File: src/rtl/ex_mem_pipe_pkg.sv
// Shared constants for the EX->MEM pipeline register: default bus widths,
// idle memory-op code, reset level and zero constants.
package ex_mem_pipe_pkg;

  localparam int DEF_DATA_W  = 32;
  localparam int DEF_ADDR_W  = 32;
  localparam int DEF_REG_AW  = 5;
  localparam int DEF_MEMRW_W = 2;
  localparam int DEF_CNT_W   = 16;

  localparam logic RST_ACTIVE = 1'b0;

  localparam logic [DEF_MEMRW_W-1:0] MEMRW_IDLE = '0;
  localparam logic [DEF_DATA_W-1:0]  DATA_ZERO  = '0;
  localparam logic [DEF_ADDR_W-1:0]  ADDR_ZERO  = '0;
  localparam logic [DEF_REG_AW-1:0]  REGA_ZERO  = '0;

  typedef enum logic [1:0] {
    ST_EMPTY = 2'd0,
    ST_ONE   = 2'd1,
    ST_FULL  = 2'd2
  } skid_state_e;

endpackage

File: src/rtl/ex_mem_pipe_if.sv
// EX->MEM handshake bundle: EX-side request, MEM-side response and forwarding taps.
interface ex_mem_pipe_if
  import ex_mem_pipe_pkg::*;
#(
  parameter int DATA_W  = DEF_DATA_W,
  parameter int ADDR_W  = DEF_ADDR_W,
  parameter int REG_AW  = DEF_REG_AW,
  parameter int MEMRW_W = DEF_MEMRW_W
) ();

  logic               ex_valid;
  logic               ex_ready;
  logic [MEMRW_W-1:0] ex_memrw;
  logic [ADDR_W-1:0]  ex_memaddr;
  logic [DATA_W-1:0]  ex_memdata;
  logic [DATA_W-1:0]  ex_wdata;
  logic [REG_AW-1:0]  ex_waddr;
  logic               ex_we;

  logic               mem_valid;
  logic               mem_ready;
  logic [MEMRW_W-1:0] mem_memrw;
  logic [ADDR_W-1:0]  mem_memaddr;
  logic [DATA_W-1:0]  mem_memdata;
  logic [DATA_W-1:0]  mem_wdata;
  logic [REG_AW-1:0]  mem_waddr;
  logic               mem_we;

  logic               fwd_we;
  logic [REG_AW-1:0]  fwd_waddr;
  logic [DATA_W-1:0]  fwd_wdata;

  modport master (
    output ex_valid, ex_memrw, ex_memaddr, ex_memdata, ex_wdata, ex_waddr, ex_we,
    output mem_ready,
    input  ex_ready,
    input  mem_valid, mem_memrw, mem_memaddr, mem_memdata, mem_wdata, mem_waddr, mem_we,
    input  fwd_we, fwd_waddr, fwd_wdata
  );

  modport slave (
    input  ex_valid, ex_memrw, ex_memaddr, ex_memdata, ex_wdata, ex_waddr, ex_we,
    input  mem_ready,
    output ex_ready,
    output mem_valid, mem_memrw, mem_memaddr, mem_memdata, mem_wdata, mem_waddr, mem_we,
    output fwd_we, fwd_waddr, fwd_wdata
  );

endinterface

File: src/rtl/ex_mem_pipe_skid_reg.sv
// Generic two-entry skid buffer: output register M plus skid register S, with
// a registered input-ready so no combinational path runs from i_ready to o_ready.
module pipe_skid_reg
  import ex_mem_pipe_pkg::*;
#(
  parameter int W = 8
) (
  input  logic         clk,
  input  logic         rst,
  input  logic         i_flush,
  input  logic         i_valid,
  output logic         o_ready,
  input  logic [W-1:0] i_data,
  output logic         o_valid,
  input  logic         i_ready,
  output logic [W-1:0] o_data
);

  skid_state_e  r_state;
  logic         r_ready;
  logic         r_valid;
  logic [W-1:0] r_m_data;
  logic [W-1:0] r_s_data;
  logic         w_acc;
  logic         w_con;

  assign w_acc = i_valid & r_ready;
  assign w_con = r_valid & i_ready;

  always_ff @(posedge clk or negedge rst) begin
    if (!rst) begin
      r_state  <= ST_EMPTY;
      r_ready  <= 1'b1;
      r_valid  <= 1'b0;
      r_m_data <= '0;
      r_s_data <= '0;
    end else if (i_flush) begin
      r_state <= ST_EMPTY;
      r_ready <= 1'b1;
      r_valid <= 1'b0;
    end else begin
      case (r_state)
        ST_EMPTY: begin
          if (w_acc) begin
            r_m_data <= i_data;
            r_valid  <= 1'b1;
            r_state  <= ST_ONE;
          end
        end
        ST_ONE: begin
          if (w_acc && w_con) begin
            r_m_data <= i_data;
          end else if (w_acc) begin
            // MEM stalled: park the new entry in S and close the input
            r_s_data <= i_data;
            r_ready  <= 1'b0;
            r_state  <= ST_FULL;
          end else if (w_con) begin
            r_valid <= 1'b0;
            r_state <= ST_EMPTY;
          end
        end
        ST_FULL: begin
          if (w_con) begin
            r_m_data <= r_s_data;
            r_ready  <= 1'b1;
            r_state  <= ST_ONE;
          end
        end
        default: begin
          r_state <= ST_EMPTY;
          r_ready <= 1'b1;
          r_valid <= 1'b0;
        end
      endcase
    end
  end

  assign o_ready = r_ready;
  assign o_valid = r_valid;
  assign o_data  = r_m_data;

endmodule

File: src/rtl/ex_mem_pipe.sv
// EX->MEM pipeline register: skid-buffered payload, bubble masking,
// forwarding of the head entry's writeback and a saturating stall counter.
module ex_mem_pipe
  import ex_mem_pipe_pkg::*;
#(
  parameter int DATA_W  = DEF_DATA_W,
  parameter int ADDR_W  = DEF_ADDR_W,
  parameter int REG_AW  = DEF_REG_AW,
  parameter int MEMRW_W = DEF_MEMRW_W,
  parameter int CNT_W   = DEF_CNT_W
) (
  input  logic             clk,
  input  logic             rst,
  input  logic             flush,
  ex_mem_pipe_if.slave     bus,
  output logic [CNT_W-1:0] stall_cnt
);

  localparam int W = MEMRW_W + ADDR_W + 2 * DATA_W + REG_AW + 1;

  logic [W-1:0]       w_in;
  logic [W-1:0]       w_head;
  logic               w_vld;
  logic               w_ex_ready;
  logic [MEMRW_W-1:0] w_memrw;
  logic [ADDR_W-1:0]  w_memaddr;
  logic [DATA_W-1:0]  w_memdata;
  logic [DATA_W-1:0]  w_wdata;
  logic [REG_AW-1:0]  w_waddr;
  logic               w_we;
  logic [CNT_W-1:0]   r_stall_cnt;

  assign w_in = {bus.ex_memrw, bus.ex_memaddr, bus.ex_memdata,
                 bus.ex_wdata, bus.ex_waddr, bus.ex_we};

  pipe_skid_reg #(.W(W)) u_skid (
    .clk     (clk),
    .rst     (rst),
    .i_flush (flush),
    .i_valid (bus.ex_valid),
    .o_ready (w_ex_ready),
    .i_data  (w_in),
    .o_valid (w_vld),
    .i_ready (bus.mem_ready),
    .o_data  (w_head)
  );

  assign {w_memrw, w_memaddr, w_memdata, w_wdata, w_waddr, w_we} = w_head;

  // Control fields are forced idle on bubbles; address/data pass through
  assign bus.ex_ready    = w_ex_ready;
  assign bus.mem_valid   = w_vld;
  assign bus.mem_memrw   = w_vld ? w_memrw : '0;
  assign bus.mem_we      = w_vld & w_we;
  assign bus.mem_memaddr = w_memaddr;
  assign bus.mem_memdata = w_memdata;
  assign bus.mem_wdata   = w_wdata;
  assign bus.mem_waddr   = w_waddr;

  assign bus.fwd_we    = w_vld & w_we;
  assign bus.fwd_waddr = w_waddr;
  assign bus.fwd_wdata = w_wdata;

  always_ff @(posedge clk or negedge rst) begin
    if (!rst) begin
      r_stall_cnt <= '0;
    end else if (w_vld && !bus.mem_ready && (r_stall_cnt != '1)) begin
      r_stall_cnt <= r_stall_cnt + CNT_W'(1);
    end
  end

  assign stall_cnt = r_stall_cnt;

endmodule

File: src/flat_wrapper.sv
// flat-port wrapper written by rule: the top's interface ports become plain ports
module ex_mem_pipe_flat import ex_mem_pipe_pkg::*;
#(
  parameter int DATA_W  = DEF_DATA_W,
  parameter int ADDR_W  = DEF_ADDR_W,
  parameter int REG_AW  = DEF_REG_AW,
  parameter int MEMRW_W = DEF_MEMRW_W,
  parameter int CNT_W   = DEF_CNT_W
)
  (clk, rst, flush, stall_cnt, bus_ex_valid, bus_ex_memrw, bus_ex_memaddr, bus_ex_memdata, bus_ex_wdata, bus_ex_waddr, bus_ex_we, bus_mem_ready, bus_ex_ready, bus_mem_valid, bus_mem_memrw, bus_mem_memaddr, bus_mem_memdata, bus_mem_wdata, bus_mem_waddr, bus_mem_we, bus_fwd_we, bus_fwd_waddr, bus_fwd_wdata);
  ex_mem_pipe_if #(.DATA_W(DATA_W), .ADDR_W(ADDR_W), .REG_AW(REG_AW), .MEMRW_W(MEMRW_W)) bus_i ();
  input  logic clk;
  input  logic rst;
  input  logic flush;
  output logic [CNT_W-1:0] stall_cnt;
  input wire logic [$bits(bus_i.ex_valid)-1:0] bus_ex_valid;
  input wire logic [$bits(bus_i.ex_memrw)-1:0] bus_ex_memrw;
  input wire logic [$bits(bus_i.ex_memaddr)-1:0] bus_ex_memaddr;
  input wire logic [$bits(bus_i.ex_memdata)-1:0] bus_ex_memdata;
  input wire logic [$bits(bus_i.ex_wdata)-1:0] bus_ex_wdata;
  input wire logic [$bits(bus_i.ex_waddr)-1:0] bus_ex_waddr;
  input wire logic [$bits(bus_i.ex_we)-1:0] bus_ex_we;
  input wire logic [$bits(bus_i.mem_ready)-1:0] bus_mem_ready;
  output wire logic [$bits(bus_i.ex_ready)-1:0] bus_ex_ready;
  output wire logic [$bits(bus_i.mem_valid)-1:0] bus_mem_valid;
  output wire logic [$bits(bus_i.mem_memrw)-1:0] bus_mem_memrw;
  output wire logic [$bits(bus_i.mem_memaddr)-1:0] bus_mem_memaddr;
  output wire logic [$bits(bus_i.mem_memdata)-1:0] bus_mem_memdata;
  output wire logic [$bits(bus_i.mem_wdata)-1:0] bus_mem_wdata;
  output wire logic [$bits(bus_i.mem_waddr)-1:0] bus_mem_waddr;
  output wire logic [$bits(bus_i.mem_we)-1:0] bus_mem_we;
  output wire logic [$bits(bus_i.fwd_we)-1:0] bus_fwd_we;
  output wire logic [$bits(bus_i.fwd_waddr)-1:0] bus_fwd_waddr;
  output wire logic [$bits(bus_i.fwd_wdata)-1:0] bus_fwd_wdata;
  assign bus_i.ex_valid = bus_ex_valid;
  assign bus_i.ex_memrw = bus_ex_memrw;
  assign bus_i.ex_memaddr = bus_ex_memaddr;
  assign bus_i.ex_memdata = bus_ex_memdata;
  assign bus_i.ex_wdata = bus_ex_wdata;
  assign bus_i.ex_waddr = bus_ex_waddr;
  assign bus_i.ex_we = bus_ex_we;
  assign bus_i.mem_ready = bus_mem_ready;
  assign bus_ex_ready = bus_i.ex_ready;
  assign bus_mem_valid = bus_i.mem_valid;
  assign bus_mem_memrw = bus_i.mem_memrw;
  assign bus_mem_memaddr = bus_i.mem_memaddr;
  assign bus_mem_memdata = bus_i.mem_memdata;
  assign bus_mem_wdata = bus_i.mem_wdata;
  assign bus_mem_waddr = bus_i.mem_waddr;
  assign bus_mem_we = bus_i.mem_we;
  assign bus_fwd_we = bus_i.fwd_we;
  assign bus_fwd_waddr = bus_i.fwd_waddr;
  assign bus_fwd_wdata = bus_i.fwd_wdata;
  ex_mem_pipe #(.DATA_W(DATA_W), .ADDR_W(ADDR_W), .REG_AW(REG_AW), .MEMRW_W(MEMRW_W), .CNT_W(CNT_W)) u_core (.clk(clk), .rst(rst), .flush(flush), .bus(bus_i), .stall_cnt(stall_cnt));
endmodule
File: config.mk
export PLATFORM = sky130hd
export DESIGN_NAME = ex_mem_pipe_flat
export DESIGN_NICKNAME = d
export VERILOG_FILES = /design/src/rtl/ex_mem_pipe_pkg.sv /design/src/rtl/ex_mem_pipe_if.sv /design/src/rtl/ex_mem_pipe_skid_reg.sv /design/src/rtl/ex_mem_pipe.sv /design/src/flat_wrapper.sv
export SDC_FILE = /design/constraint.sdc
export NUM_CORES = 1
export LEC_CHECK = 0
export BUFFER_PORTS_ARGS = -buffer_cell sky130_fd_sc_hd__buf_2
export CORE_MARGIN = 1
export CORE_UTILIZATION = 54
export DETAILED_ROUTE_END_ITERATION = 8
export HOLD_SLACK_MARGIN = 0.05
export PLACE_DENSITY = 0.81
export SETUP_SLACK_MARGIN = 0.3
export SKIP_LAST_GASP = 1
export SYNTH_ARGS = -nofsm -noshare
export SYNTH_HDL_FRONTEND = slang
export SYNTH_SLANG_ARGS = --single-unit
File: constraint.sdc
create_clock -name clk -period 2.8 [get_ports clk]
set_input_delay 0.28 -clock clk [delete_from_list [all_inputs] [get_ports clk]]
set_output_delay 0.28 -clock clk [all_outputs]
set_load 0.03 [all_outputs]
# == Word level (Yosys, flattened, before mapping) ==
# Index checks and enable logic that the tools add are counted.
# totals
word_cells,61
output_inout_bits,160
ff_bits,228
# classes
add_sub_neg,1
n_bitwise,5
eq_ne,15
reduce_logical,11
mux,23
# op_table
op,n
2-to-1 mux 104 bit,3
one-hot mux 104 bit (3 select lines),1
"!= test 3 bit, second input constant",6
"adder 16 x 1 -> 16 bit, second input constant",1
"!= test 16 bit, second input constant",1
2-to-1 mux 2 bit,7
AND reduction 4 bit,3
"!= test 2 bit, second input constant",5
AND reduction 5 bit,2
2-to-1 mux 1 bit,9
one-hot mux 1 bit (3 select lines),2
one-hot mux 2 bit (3 select lines),1
"!= test 4 bit, second input constant",1
AND 1 bit,3
logical AND 1 bit,3
nonzero test 3 bit,1
"equality test 2 x 1 -> 1 bit, second input constant",1
"equality test 2 bit, second input constant",1
zero test 2 bit,1
inverter 1 bit,2
zero test 1 bit,1

# == Logic depth before layout (Yosys ltp) ==
# logic_depth
ltp_word,6
mapped_depth,8
ltp_nobuf,5

# == Modules after synthesis ==
# From an unflattened synthesis, not the netlist that was laid out.
# unflattened
hier_cells,827
area_unflattened_um2,10447.5
# modules_own_cells
mod,cells_per_inst,seq_area_each_um2,n_inst,area_per_inst_um2
pipe_skid_reg,712,5306.3,1,9315.2
ex_mem_pipe,115,400.4,1,1132.3

# == Least setup slack after synthesis ==
# No wires, ideal clock.
# synth_timing
path_kind,register -> register
startpoint,"register u_core.r_stall_cnt[0], in the netlist u_core.stall_cnt[0]"
endpoint,"register u_core.r_stall_cnt[1], in the netlist u_core.stall_cnt[1]"
setup_slack_ps,723
period_less_slack_ps,2077
stages_incl_launch_ff,6
path_buffers,0
arrival_time_ps,1952
cell_sequence,dfrtp_1 -> ha_1 -> nand4_1 -> nor4_2 -> nor2_1 -> mux2_2
# synth_between
elab_chain_cells,2
elab_cells_between_ends,3
cone_classes,1 x add/sub; 1 x eq/ne; 1 x reduce/logical
# synth_lines
item,line,source
"start, declared",ex_mem_pipe.sv:31,logic [CNT_W-1:0] r_stall_cnt;
"start signal, assigned",ex_mem_pipe.sv:68,r_stall_cnt <= r_stall_cnt + CNT_W'(1);
"parallel branches: the longest is 2 deep, another holds adder 16 x 1 -> 16 bit",-,
# Parallel ways; which one is timed is not known.
# A chain may end at the register's enable or synchronous reset.

# == Worst setup path in the final report ==
# layout_timing
startpoint,"register u_core.u_skid.r_ready, in the netlist u_core.u_skid.o_ready"
endpoint,"register u_core.u_skid.r_m_data[87], in the netlist u_core.u_skid.o_data[87]"
# layout_between
elab_chain_cells,4
elab_cells_between_ends,5
cone_classes,2 x eq/ne; 1 x bitwise; 2 x reduce/logical
# layout_lines
item,line,source
"start, declared",ex_mem_pipe_skid_reg.sv:20,logic r_ready;
"start signal, assigned",ex_mem_pipe_skid_reg.sv:33,r_ready <= 1'b1;
"start signal, assigned",ex_mem_pipe_skid_reg.sv:39,r_ready <= 1'b1;
"start signal, assigned",ex_mem_pipe_skid_reg.sv:56,r_ready <= 1'b0;
AND 1 bit *,ex_mem_pipe_skid_reg.sv:27,assign w_acc = i_valid & r_ready;
logical AND 1 bit,ex_mem_pipe_skid_reg.sv:51,if (w_acc && w_con) begin
!= test 2 bit (no source line),-,
AND reduction 5 bit (no source line) *,-,
"end signal, assigned",ex_mem_pipe_skid_reg.sv:45,r_m_data <= i_data;
"end signal, assigned",ex_mem_pipe_skid_reg.sv:52,r_m_data <= i_data;
"end signal, assigned",ex_mem_pipe_skid_reg.sv:65,r_m_data <= r_s_data;
"end, declared",ex_mem_pipe_skid_reg.sv:22,logic [W-1:0] r_m_data;
# Every way passes the cells marked *; elsewhere a longest branch is shown, timed or not.

==> reports/summary.md <==
After layout, the worst setup slack is 0.703 ns. The die is 145 um tall. The tools report the count of placed standard cells in the final layout, fillers left out as 1313. TritonCTS built the clock tree.

The analysis attributes to net switching a power of 0.00521 W. Worst-skew pair later-pin latency: 0.50 ns. The startpoint class of the critical path is a register. The worst setup path is captured at a register. The count of filler cells inserted in the layout came out at 1373.

The logs give 0 for the number of setup violations in the final report and 0.217 for the share of power burned in the clock network. STA puts the critical path data arrival time at 2.48 ns. Entering global routing, the biggest net connects 105 pins. Buffers inserted during clock tree synthesis total 25.

The global-route met2 utilization is 0.388. The tree is rooted in a sky130_fd_sc_hd__clkbuf_16. After synthesis, the cell types taking the most area are sky130_fd_sc_hd__dfrtp_1, sky130_fd_sc_hd__mux2_2, sky130_fd_sc_hd__buf_4.

The routed layout has 6756 vias. Max-capacitance violation count: 0. Count of buffering cells on the critical path with inverters included: 1. After detailed routing, the average wire length per cell comes to 17.1 um.

The synthesized netlist contains 34 unique library cells. Derived from the worst setup path, the maximum achievable clock frequency is 0.477 GHz. The logs give 0.0209 sq mm for the overall die area and 3.18 ns for the required time at the endpoint of the critical path.

The logs give 1 for the initial antenna violation count and 7133 for the number of global-route vias before repair. IR analysis of the VDD net gives a maximum drop of 677 uV. In the final design database the tool counted 1141 nets. The logs give 35.8 mm for the global-route wire length before repair and 22.5 mm for the sum of routed wire length over all layers. The switching share of power was 0.377. On the worst path, the slowest cell contributes a delay of 0.54 ns.

For the final-layout worst hold slack, the log shows 0.110 ns. The min-delay analysis places its worst path in the category input port to register. In this run, synthesis produced a sequential element count of 228. The biggest area contributor in the post-synthesis netlist is sky130_fd_sc_hd__dfrtp_1. The measured slew at the worst slew-check pin came out at 0.821 ns.

The leakage component of the power was 6.19 nW. The number of buffers inserted by port buffering works out to 268. The net count of the mapped netlist is 905, and the iteration-0 DRC count of the detailed router is 181. The tools report the total I/O pin count as 269. Most instantiated flip-flop cell in the synthesis netlist: sky130_fd_sc_hd__dfrtp_1. Summed over all layers, the global routing overflow is 0.

The congestion estimate from routability-driven global placement came to 0.790. The final clock period utilization by the worst path was 0.749; the final critical path time including I/O delays and setup was 2.10 ns. The layer carrying the most global-route usage is met2. The relative contribution of combinational cells to total power is 0.378.

The logs give 228 for the sink count of the clock tree and 0.0394 for the met3 global-route usage. In this run the deepest clock path goes through 3 buffers. The share of synthesized registers carrying an async set or reset works out to 1.00. The tools report the global-route total usage across every layer as 0.217.

Total internal power: 0.00861 W. The first detailed-routing pass ran for 6 iterations. For the core footprint, the log shows 0.0197 sq mm.

At the placement stage, the worst setup path has a slack of 0.712 ns. The logs give 0 for the max-slew violation count and 0 for the number of hold violations in the final report. Traced cell by cell, the critical path runs through nand2_1 -> a211o_1 -> a21oi_4 -> buf_12 -> mux2_2. The CTS clock-pin slew for the worst setup and hold paths is 0.06 ns.

The maximum level of the CTS H-tree is 1. The flow ran to the end, and the final reports show no timing, DRC or antenna violations. Relative to the synthesized area, the layout overhead comes to 22.3%. During synthesis, Yosys emitted a total of 0 warnings. The share of Yosys cell area claimed by the top area cell type was 0.518; the share of layout cells above drive strength 1 was 0.596. The sequential fraction of design power was 0.406.

After technology mapping, the gate count stands at 795. The logs give 0.264 for the met1 track demand over resource in global routing and 1163 for the number of instances in the placed design. The number of design rule violations left after detail routing was 0. The run gives 0 ns as the final sum of negative setup slack. Setup clock skew after layout: 0.0139 ns.

For the number of nets with antenna violations after detailed routing, the log shows 0. Along the worst path, the maximum fanout reaches 59. Setup repair after global routing left no endpoint under its margin.

Yosys mapped a number of flops with a built-in enable equal to 0. Measured along the x axis, the die boundary spans 145 um. The worst max-slew margin expressed relative to the limit was 0.448. The cell at the slowest stage of the critical path was sky130_fd_sc_hd__dfstp_2. After floorplanning, the core was divided into 51 placement rows. Family of cells with the greatest summed delay on the critical path: compound AO/OA/AOI/OAI gates. Detailed placement finished with a half-perimeter wire length of 13.3 mm. The via density per instance came out at 5.15. For the effective utilization at floorplan, the log shows 0.558. The setup path with the least slack is of type register to register. In this run the mean area of a mapped cell was 13.8 sq um. Power spread over the standard cell area amounts to 1030 mW/mm^2.

The register area share after synthesis is 0.520, and the total standard cell area after synthesis is 0.0110 sq mm.
-- metal layers --
metal | routed length (um) | up-vias | part of all wire
li1 | - | 3110 | -
met1 | 9200 | 3416 | 0.41
met2 | 11600 | 186 | 0.52
met3 | 1120 | 44 | 0.050
met4 | 554 | 0 | 0.025
met5 | 0 | - | 0
-- cells by family after synthesis --
group	Yosys count	share of synthesized area
XOR/XNOR	14	0.0112
adder cells (fa/ha/maj)	1	0.00114
multiplexers	314	0.322
flip-flops	228	0.520
AND/OR/NAND/NOR	51	0.0259
AO/OA/AOI/OAI	10	0.00605
buffers and inverters	177	0.113
-- cell usage in the layout (no fill, tap or decap), types with 6 or more instances in the layout --
| cell type | n |
|---|---|
| sky130_fd_sc_hd__buf_12 | 7 |
| sky130_fd_sc_hd__buf_2 | 267 |
| sky130_fd_sc_hd__clkbuf_1 | 7 |
| sky130_fd_sc_hd__clkbuf_16 | 25 |
| sky130_fd_sc_hd__clkinv_2 | 6 |
| sky130_fd_sc_hd__dfrtp_1 | 227 |
| sky130_fd_sc_hd__dlygate4sd3_1 | 106 |
| sky130_fd_sc_hd__mux2_1 | 11 |
| sky130_fd_sc_hd__mux2_2 | 303 |
| sky130_fd_sc_hd__nand2_1 | 8 |
| sky130_fd_sc_hd__nor2_1 | 7 |
| sky130_fd_sc_hd__nor3_1 | 8 |
| sky130_fd_sc_hd__xor2_1 | 13 |
-- final timing paths --
check | end | slack [ns] | cells after the start | startpoint
max reg2reg | u_core.u_skid.o_data[87] | 0.70 | 5 | u_core.u_skid.o_ready
min in group asynchronous | u_core.u_skid.r_s_data[78] | 0.42 | 2 | rst
min | u_core.u_skid.o_valid | 0.11 | 4 | bus_mem_ready
min reg2reg | u_core.u_skid.o_data[89] | 0.49 | 1 | u_core.u_skid.o_data[89]
max in group asynchronous | u_core.u_skid.o_ready | 1.58 | 3 | rst
max | u_core.u_skid.o_data[87] | 0.70 | 5 | u_core.u_skid.o_ready
-- power by group through the flow --
stage / clock (W) / combinational, W / sequential (W)
after floorplan: 0 / 0.00494 / 0.00544
after global placement: 0 / 0.00498 / 0.00553
after detailed placement: 0 / 0.00509 / 0.00561
after CTS: 0.00307 / 0.00522 / 0.00557
after global routing: 0.00321 / 0.00555 / 0.00579
final: 0.00300 / 0.00522 / 0.00560
-- cell type report --
| type | count | area [sq um] | share of cell area |
|---|---|---|---|
| Sequential cell | 228 | 5710 | 0.425 |
| Multi-Input combinational cell | 390 | 4050 | 0.302 |
| Timing Repair Buffer | 384 | 2570 | 0.192 |
| Clock buffer | 35 | 693 | 0.0517 |
| Tap cell | 265 | 332 | 0.0247 |
| Clock inverter | 8 | 53.8 | 0.00401 |
| Inverter | 2 | 7.51 | 0.000559 |
| Antenna cell | 1 | 2.50 | 0.000186 |
-- cell usage after synthesis (5+ instances only) --
master,instances
sky130_fd_sc_hd__mux2_2,303
sky130_fd_sc_hd__nor3_1,8
sky130_fd_sc_hd__buf_4,146
sky130_fd_sc_hd__nand3_1,5
sky130_fd_sc_hd__buf_2,22
sky130_fd_sc_hd__dfrtp_1,227
sky130_fd_sc_hd__nand2_1,8
sky130_fd_sc_hd__clkbuf_1,7
sky130_fd_sc_hd__nor2_1,7
sky130_fd_sc_hd__xor2_1,13
sky130_fd_sc_hd__mux2_1,11
-- through the flow --
stage	total power [W]	area, sq um	utilization
global route	0.0146	13400	0.683
floorplan	0.0104	11000	-
detailed placement	0.0107	11600	0.591
finish	0.0138	13400	0.683
global placement	0.0105	11600	0.591
CTS	0.0139	13400	0.683
-- flip-flops by register name (all words and copies together) (netlist names) --
signal	flops
u_core.u_skid.o_data	104
u_core.u_skid.r_s_data	104
u_core.stall_cnt	16
u_core.u_skid.r_state	2
u_core.u_skid.o_ready	1
u_core.u_skid.o_valid	1
-- worst register-to-register path, stage by stage (launching register included) --
cell and delay (ns):
sky130_fd_sc_hd__dfstp_2 0.54, sky130_fd_sc_hd__nand2_1 0.13, sky130_fd_sc_hd__a211o_1 0.34, sky130_fd_sc_hd__a21oi_4 0.22
sky130_fd_sc_hd__buf_12 0.35, sky130_fd_sc_hd__mux2_2 0.40
-- timing repair --
item	in CTS	in global routing
buffers inserted	0	0
resized for setup	0	0
endpoints found under the hold margin	202	0
hold buffers	106	0
(Power assumes the default switching activity.)
